`src/rtl/mem_arb_pkg.sv`:
```
// Shared types and constants for the two-port RAM arbiter.
// Included by the arbiter, its round-robin picker and the bench.
package mem_arb_pkg;

  localparam int unsigned AW_DEFAULT = 7;
  localparam int unsigned DW_DEFAULT = 16;

  localparam logic PORT_FETCH = 1'b0;
  localparam logic PORT_LOAD  = 1'b1;

  typedef enum logic [1:0] {
    StIdle  = 2'd0,
    StGrant = 2'd1,
    StAck   = 2'd2
  } arb_state_e;

endpackage

```
`src/rtl/mem_arbiter_if.sv`:
```
// Bundle of requester-side and RAM-side signals around the arbiter.
// slave = arbiter view, master = requesters plus RAM view.
interface mem_arbiter_if #(
  parameter int unsigned AW = 7,
  parameter int unsigned DW = 16
);

  // Fetch port
  logic          req0;
  logic [AW-1:0] addr0;
  logic          ack0;
  logic [DW-1:0] rdata0;

  // Loader/data port
  logic          req1;
  logic          we1;
  logic [AW-1:0] addr1;
  logic [DW-1:0] wdata1;
  logic          lock1;
  logic          ack1;
  logic [DW-1:0] rdata1;

  // RAM side and status
  logic          ram_wr;
  logic [AW-1:0] ram_addr;
  logic [DW-1:0] ram_din;
  logic [DW-1:0] ram_dout;
  logic          busy;
  logic          owner;

  modport slave (
    input  req0, addr0, req1, we1, addr1, wdata1, lock1, ram_dout,
    output ack0, rdata0, ack1, rdata1, ram_wr, ram_addr, ram_din, busy, owner
  );

  modport master (
    output req0, addr0, req1, we1, addr1, wdata1, lock1, ram_dout,
    input  ack0, rdata0, ack1, rdata1, ram_wr, ram_addr, ram_din, busy, owner
  );

endinterface

```
`src/rtl/rr_pick2.sv`:
```
// Combinational two-way round-robin picker with a priority lock for port 1.
// A tie goes to the port that did not win last time unless lock1 is high.
module rr_pick2
  import mem_arb_pkg::*;
(
  input  logic req0,
  input  logic req1,
  input  logic lock1,
  input  logic last_owner,
  output logic valid,
  output logic winner
);

  always_comb begin
    valid  = req0 | req1;
    winner = PORT_FETCH;
    if (req0 && req1) begin
      if (lock1) begin
        winner = PORT_LOAD;
      end else begin
        winner = (last_owner == PORT_FETCH) ? PORT_LOAD : PORT_FETCH;
      end
    end else if (req1) begin
      // lock1 only matters in a tie, so a lone lock1 never reaches here as priority
      winner = PORT_LOAD;
    end
  end

endmodule

```
`src/rtl/mem_arbiter.sv`:
```
// Shares one single-port RAM between the fetch port and the loader port.
// Each access runs IDLE -> GRANT -> ACK; the winner's request is captured on leaving IDLE.
module mem_arbiter
  import mem_arb_pkg::*;
#(
  parameter int unsigned AW = AW_DEFAULT,
  parameter int unsigned DW = DW_DEFAULT
) (
  input  logic           clk,
  input  logic           reset,
  mem_arbiter_if.slave   bus
);

  arb_state_e    state_q, state_d;
  logic          owner_q;
  logic [AW-1:0] addr_q;
  logic          we_q;
  logic [DW-1:0] wdata_q;
  logic [DW-1:0] rdata0_q;
  logic [DW-1:0] rdata1_q;

  logic pick_valid;
  logic pick_winner;

  logic ack0;
  logic ack1;
  logic ram_wr;
  logic busy;

  rr_pick2 u_pick (
    .req0       (bus.req0),
    .req1       (bus.req1),
    .lock1      (bus.lock1),
    .last_owner (owner_q),
    .valid      (pick_valid),
    .winner     (pick_winner)
  );

  // State register
  always_ff @(posedge clk or posedge reset) begin
    if (reset) begin
      state_q <= StIdle;
    end else begin
      state_q <= state_d;
    end
  end

  // Next-state logic
  always_comb begin
    state_d = state_q;
    unique case (state_q)
      StIdle:  if (pick_valid) state_d = StGrant;
      StGrant: state_d = StAck;
      StAck:   state_d = StIdle;
      default: state_d = StIdle;
    endcase
  end

  // Output decode; reset forces StIdle so an in-flight write drops immediately
  always_comb begin
    ack0   = 1'b0;
    ack1   = 1'b0;
    ram_wr = 1'b0;
    busy   = 1'b1;
    unique case (state_q)
      StIdle:  busy = 1'b0;
      StGrant: ram_wr = we_q;
      StAck: begin
        ack0 = (owner_q == PORT_FETCH);
        ack1 = (owner_q == PORT_LOAD);
      end
      default: busy = 1'b0;
    endcase
  end

  // Request capture and read-data return
  always_ff @(posedge clk or posedge reset) begin
    if (reset) begin
      owner_q  <= PORT_LOAD;
      addr_q   <= '0;
      we_q     <= 1'b0;
      wdata_q  <= '0;
      rdata0_q <= '0;
      rdata1_q <= '0;
    end else begin
      if (state_q == StIdle && pick_valid) begin
        owner_q <= pick_winner;
        if (pick_winner == PORT_LOAD) begin
          addr_q  <= bus.addr1;
          we_q    <= bus.we1;
          wdata_q <= bus.wdata1;
        end else begin
          // Fetch is read-only; write data stays as last captured
          addr_q <= bus.addr0;
          we_q   <= 1'b0;
        end
      end
      if (state_q == StGrant) begin
        if (owner_q == PORT_FETCH) begin
          rdata0_q <= bus.ram_dout;
        end else if (!we_q) begin
          rdata1_q <= bus.ram_dout;
        end
      end
    end
  end

  assign bus.ack0     = ack0;
  assign bus.ack1     = ack1;
  assign bus.rdata0   = rdata0_q;
  assign bus.rdata1   = rdata1_q;
  assign bus.ram_wr   = ram_wr;
  assign bus.ram_addr = addr_q;
  assign bus.ram_din  = wdata_q;
  assign bus.busy     = busy;
  assign bus.owner    = owner_q;

endmodule

```
`src/flat_wrapper.sv`:
```
// flat-port wrapper written by rule: the top's interface ports become plain ports
module mem_arbiter_flat import mem_arb_pkg::*;
#(
  parameter int unsigned AW = AW_DEFAULT,
  parameter int unsigned DW = DW_DEFAULT
)
  (clk, reset, bus_req0, bus_addr0, bus_req1, bus_we1, bus_addr1, bus_wdata1, bus_lock1, bus_ram_dout, bus_ack0, bus_rdata0, bus_ack1, bus_rdata1, bus_ram_wr, bus_ram_addr, bus_ram_din, bus_busy, bus_owner);
  mem_arbiter_if #(.AW(AW), .DW(DW)) bus_i ();
  input  logic clk;
  input  logic reset;
  input wire logic [$bits(bus_i.req0)-1:0] bus_req0;
  input wire logic [$bits(bus_i.addr0)-1:0] bus_addr0;
  input wire logic [$bits(bus_i.req1)-1:0] bus_req1;
  input wire logic [$bits(bus_i.we1)-1:0] bus_we1;
  input wire logic [$bits(bus_i.addr1)-1:0] bus_addr1;
  input wire logic [$bits(bus_i.wdata1)-1:0] bus_wdata1;
  input wire logic [$bits(bus_i.lock1)-1:0] bus_lock1;
  input wire logic [$bits(bus_i.ram_dout)-1:0] bus_ram_dout;
  output wire logic [$bits(bus_i.ack0)-1:0] bus_ack0;
  output wire logic [$bits(bus_i.rdata0)-1:0] bus_rdata0;
  output wire logic [$bits(bus_i.ack1)-1:0] bus_ack1;
  output wire logic [$bits(bus_i.rdata1)-1:0] bus_rdata1;
  output wire logic [$bits(bus_i.ram_wr)-1:0] bus_ram_wr;
  output wire logic [$bits(bus_i.ram_addr)-1:0] bus_ram_addr;
  output wire logic [$bits(bus_i.ram_din)-1:0] bus_ram_din;
  output wire logic [$bits(bus_i.busy)-1:0] bus_busy;
  output wire logic [$bits(bus_i.owner)-1:0] bus_owner;
  assign bus_i.req0 = bus_req0;
  assign bus_i.addr0 = bus_addr0;
  assign bus_i.req1 = bus_req1;
  assign bus_i.we1 = bus_we1;
  assign bus_i.addr1 = bus_addr1;
  assign bus_i.wdata1 = bus_wdata1;
  assign bus_i.lock1 = bus_lock1;
  assign bus_i.ram_dout = bus_ram_dout;
  assign bus_ack0 = bus_i.ack0;
  assign bus_rdata0 = bus_i.rdata0;
  assign bus_ack1 = bus_i.ack1;
  assign bus_rdata1 = bus_i.rdata1;
  assign bus_ram_wr = bus_i.ram_wr;
  assign bus_ram_addr = bus_i.ram_addr;
  assign bus_ram_din = bus_i.ram_din;
  assign bus_busy = bus_i.busy;
  assign bus_owner = bus_i.owner;
  mem_arbiter #(.AW(AW), .DW(DW)) u_core (.clk(clk), .reset(reset), .bus(bus_i));
endmodule
```
`config.mk`:
```
export PLATFORM = sky130hd
export DESIGN_NAME = mem_arbiter_flat
export DESIGN_NICKNAME = d
export VERILOG_FILES = /design/src/rtl/mem_arb_pkg.sv /design/src/rtl/mem_arbiter_if.sv /design/src/rtl/rr_pick2.sv /design/src/rtl/mem_arbiter.sv /design/src/flat_wrapper.sv
export SDC_FILE = /design/constraint.sdc
export NUM_CORES = 1
export LEC_CHECK = 0
export CORE_MARGIN = 2
export CORE_UTILIZATION = 41
export DETAILED_ROUTE_END_ITERATION = 7
export PLACE_DENSITY = 0.81
export SKIP_LAST_GASP = 1
export SYNTH_ARGS = -nofsm -noshare
export SYNTH_HDL_FRONTEND = slang
export SYNTH_SLANG_ARGS = --single-unit
```
`constraint.sdc`:
```
create_clock -name clk -period 2.5 [get_ports clk]
set_clock_uncertainty 0.15 [all_clocks]
set_input_delay 0.625 -clock clk [delete_from_list [all_inputs] [get_ports clk]]
set_output_delay 0.625 -clock clk [all_outputs]
set_load 0.005 [all_outputs]
```
Yosys cells after proc, flatten, opt, wreduce, memory -nomap -nowiden --
Index checks and enable logic that the tools add are counted.
Word-level totals: flip-flop bits (word level) 59, output and inout bits 60, word-level logic and storage cells 32, bits of input ports 52
Operators by class: muxes and demuxes 12, bitwise logic cells 3, reductions and logical operators 7, equal/unequal tests 3
Operators by type and width (number):
- $mux 1 | 9
- $mux 7 | 1
- $pmux 2 s2 | 1
- $reduce_and 2->1 | 2
- $reduce_and 3->1 | 1
- $eq 2x1->1 const B | 1
- $eq 2x2->1 const B | 1
- $logic_and 1x1->1 | 2
- $logic_not 2->1 | 1
- $mux 2 | 1
- $ne 2x1->1 const B | 1
- $not 1->1 | 2
- $reduce_or 2->1 | 1
- $or 1x1->1 | 1

Depth between registers and ports, before layout --
word-level depth 4, gate-level depth with buffers 6, depth with buffers taken out 5

By module --
A second synthesis with hierarchy kept.
Second synthesis, totals: cell total of the unflattened synthesis 163, area, all modules 2528.7 sq um
Modules (own cells, without submodules):
- mem_arbiter | cells each 159, times used 1, area an instance 2508.7 sq um, sequential area each 1477.7 sq um
- rr_pick2 | cells each 4, times used 1, area an instance 20.0 sq um, sequential area each 0.0 sq um

Worst setup path before layout --
OpenSTA, ideal clock, no wires.
path kind input-to-reg, start point input bus_lock1, end point register u_core.wdata_q[0], in the netlist u_core.bus.ram_din[0], buffers on the path 2, library setup time 0.125 ns, data arrival time 1.541 ns, path slack 0.684 ns, required time 2.225 ns, stages 5, path through nand3b_4 and3_4 buf_6 buf_6 mux2_4
On the way: longest elaborated chain between the ends 3
Ends and longest elaborated chain:
- start: declaration | RTL line flat_wrapper.sv:17 | input wire logic [$bits(bus_i.lock1)-1:0] bus_lock1;
- $mux 1 | RTL line rr_pick2.sv:18 | if (lock1) begin
- $mux 1 | RTL line rr_pick2.sv:17 | if (req0 && req1) begin
- $reduce_and 2->1 (no source line)
- end signal: assignment | RTL line mem_arbiter.sv:91 | wdata_q <= bus.wdata1;
- end: declaration | RTL line mem_arbiter.sv:18 | logic [DW-1:0] wdata_q;
Every way passes these cells. A chain may end at the register's enable or synchronous reset.

Worst setup path after layout --
start point register u_core.state_q[1], end point output bus_ram_wr
On the way: longest elaborated chain between the ends 2
Ends and longest elaborated chain:
- start: declaration | RTL line mem_arbiter.sv:14 | arb_state_e state_q, state_d;
- start signal: assignment | RTL line mem_arbiter.sv:42 | state_q <= StIdle;
- start signal: assignment | RTL line mem_arbiter.sv:44 | state_q <= state_d;
- $eq 2x1->1 | RTL line mem_arbiter.sv:65 | unique case (state_q)
- $mux 1 | RTL line mem_arbiter.sv:65
- end: declaration | RTL line flat_wrapper.sv:23 | output wire logic [$bits(bus_i.ram_wr)-1:0] bus_ram_wr;
Every way passes these cells.

==> flow_metrics.env <==
export IMPL_ir_drop_uv=790
export IMPL_drc_errors=0
export IMPL_ios=112
export IMPL_cts_num_sinks=59
export IMPL_wl_per_cell_um=15.6
export IMPL_arrival_ps=1650
export IMPL_place_congestion=0.749
export IMPL_seq_area_um2=1480
export IMPL_worstPathMaxFanout=3
export IMPL_via_count=1796
export IMPL_postRouteAntennaNets=0
export IMPL_busiest_layer="met2"
export IMPL_fp_dieW_um=81.0
export IMPL_synth_seq_cells=59
export IMPL_grt_pass1_vias=1883
export IMPL_relSlewSlack=0.737
export IMPL_hpwl_um=4210
export IMPL_cp_top_family="buffers and inverters"
export IMPL_first_pass_iters=4
export IMPL_avgSynthCellArea_um2=14.7
export IMPL_fmax_mhz=412
export IMPL_setup_viol=0
export IMPL_worstPathCellList="inv_1 -> ha_2 -> and2_1 -> clkdlybuf4s50_1"
export IMPL_grtUsageMet2=0.303
export IMPL_core_area_um2=5820
export IMPL_synth_nets=222
export IMPL_overflow=0
export IMPL_slew_violations=0
export IMPL_worstSetupStartpointType="register"
export IMPL_netlist_area_um2=2430
export IMPL_final_cells=368
export IMPL_fill_cells=449
export IMPL_cts_htree_levels=3
export IMPL_track_usage=0.182
export IMPL_clk_path_buf_depth=2
export IMPL_viasPerCell=4.88
export IMPL_grt_pass1_wl_um=8870
export IMPL_nNetsFinal=344
export IMPL_place_inst=352
export IMPL_fin_crit_ps=2430
export IMPL_p_leak_nw=1.65
export IMPL_rows=28
export IMPL_drive_gt1_frac=0.270
export IMPL_grt_max_degree=26
export IMPL_wl_um=5740
export IMPL_status="finished clean"
export IMPL_multi_input_area_um2=897
export IMPL_power_density_nw_per_um2=1280
export IMPL_global_route_usage_met3=0.0500
export IMPL_die_h_um=81.0
export IMPL_min_period_over_period=0.972
export IMPL_path_clk_slew_ps=70
export IMPL_layout_setup_ws_ps=71.0
export IMPL_initial_core_util=0.418
export IMPL_io_buffers=111
export IMPL_cap_violations=0
export IMPL_min_path_type="reg2reg"
export IMPL_gr_usage_met1=0.222
export IMPL_cts_made_buffers=9
export IMPL_area_growth_pct=60.3
export IMPL_dieArea_um2=6560
export IMPL_antenna_found_initial=0
export IMPL_path_buf_inv=2
export IMPL_postCtsSetupRepairBufs=0
export IMPL_required_ps=1730
export IMPL_diodes=0
export IMPL_cts_tree="built"
export IMPL_hold_viol=0
export IMPL_fin_setup_tns_ps=0
export IMPL_root_buffer="clkbuf_8"
export IMPL_rsz0062_at_grt="false"
export IMPL_max_stage_delay_ps=510
export IMPL_syn_inst=166
export IMPL_path_class="reg2out"
export IMPL_slowest_stage="clkdlybuf4s50_1"
export IMPL_ys_warn_count=0
export IMPL_drt_iter0_markers=35
export IMPL_ys_seq_area_frac=0.608
export IMPL_clk_insertion_delay_late_ps=320
export IMPL_end_kind="primary output"
export IMPL_place_ws_ps=201
export IMPL_synthDistinctLibCells=24
export IMPL_tightest_slew_ps=395
==> placed cells by master (no fill, tap or decap), drive strengths merged <==
cell type	n
clkinvlp	1
clkbuf	10
a21boi	1
nand4	7
clkinv	1
ha	4
o21ai	1
nand2	15
clkdlybuf4s50	111
inv	4
a21o	1
o211ai	7
a22o	1
and2	3
nor2b	1
dfstp	1
buf	8
nand2b	1
mux2	49
nand3b	2
dfrtp	58
nor2	1
bufinv	3
and3	1
o21a	1
==> state kept, by name, summed over array words and instances (netlist names) <==
name                 cells
u_core.state_q           2
u_core.bus.rdata0       16
u_core.bus.rdata1       16
u_core.bus.owner         1
u_core.we_q              1
u_core.bus.ram_din      16
u_core.bus.ram_addr      7
==> cell type report <==
cell class                 instances  area share
tap                               75      0.0241
clock inverter                     6      0.0286
multi-input combinational         96       0.230
clock buffer                      10      0.0353
inverter                           3     0.00289
timing repair buffer             119       0.300
sequential                        59       0.379
==> layer usage <==
metal  vias to the layer above  part of all wire
met5                         -                 0
met4                         0             0.016
met3                         8             0.073
met2                        80              0.49
met1                       882              0.42
li1                        826                 -
==> power by group <==
| group | switching, mW | leakage (nW) | internal [mW] | total (mW) |
|---|---|---|---|---|
| registers | 0.288 | 0.695 | 1.46 | 1.74 |
| clock network | 0.382 | 0.123 | 0.691 | 1.07 |
| logic | 0.682 | 0.832 | 1.49 | 2.17 |
==> Yosys cell counts <==
library cell / number / area share
a22o_1: 1 / 0.0036
and3_4: 1 / 0.0046
o21ai_1: 1 / 0.0021
nand2_1: 15 / 0.023
dfstp_2: 1 / 0.011
o21a_1: 1 / 0.0031
a21o_1: 1 / 0.0031
nand3b_1: 1 / 0.0031
dfrtp_1: 58 / 0.60
nand4_1: 7 / 0.018
nand2b_1: 1 / 0.0026
nand3b_4: 1 / 0.0082
clkbuf_1: 3 / 0.0046
mux2_2: 41 / 0.19
mux2_4: 8 / 0.049
buf_6: 2 / 0.0093
nor2b_1: 1 / 0.0026
a21boi_0: 1 / 0.0031
inv_1: 3 / 0.0046
and2_1: 3 / 0.0077
o211ai_1: 7 / 0.022
buf_2: 3 / 0.0062
ha_1: 4 / 0.021
nor2_1: 1 / 0.0015
==> worst register-to-register path: cells and delay by family, from the launching register on <==
kind	cells	cell delay [ps]
fa+ha+maj	1	400
buf+inv	1	110
flops	1	400
mux	1	390
simple gates	1	470
==> final timing paths <==
| kind | start | endpoint | slack [ps] | cells after the start |
|---|---|---|---|---|
| max | u_core.state_q[1] | bus_ram_wr | 70 | 4 |
| min | u_core.bus.rdata1[1] | u_core.bus.rdata1[1] | 360 | 1 |
| max reg2reg | u_core.state_q[1] | u_core.bus.ram_din[10] | 470 | 4 |
| min reg2reg | u_core.bus.rdata1[1] | u_core.bus.rdata1[1] | 360 | 1 |
| max in group asynchronous | reset | u_core.bus.ram_din[14] | 1190 | 3 |
| min in group asynchronous | reset | u_core.bus.rdata1[7] | 390 | 2 |
==> repair_timing <==
| item | CTS | global route |
|---|---|---|
| setup endpoints to repair | 0 | 2 |
| resized for setup | 0 | 2 |
| hold buffers | 0 | 0 |
==> through the flow <==
stage | util | cell area, um2 | hold slack (ps) | power (mW)
2_1_floorplan | - | 2430 | 328 | 2.67
3_3_place_gp | 0.627 | 3650 | 336 | 3.87
3_5_place_dp | 0.627 | 3650 | 342 | 3.95
4_1_cts | 0.670 | 3900 | 358 | 5.05
5_1_grt | 0.671 | 3900 | 362 | 5.30
6_report | 0.671 | 3900 | 356 | 4.99
==> cells by family (layout without fill, tap and decap cells) <==
| family | after synthesis | after routing | synth area share |
|---|---|---|---|
| muxes | 49 | 49 | 0.239 |
| AOI/OAI and AO/OA | 12 | 12 | 0.0365 |
| adders and majority gates | 4 | 4 | 0.0206 |
| DFF | 59 | 59 | 0.608 |
| buffers and inverters | 11 | 138 | 0.0247 |
| and+or+nand+nor | 31 | 31 | 0.0715 |
No activity file was read; power rests on OpenSTA's default activity.
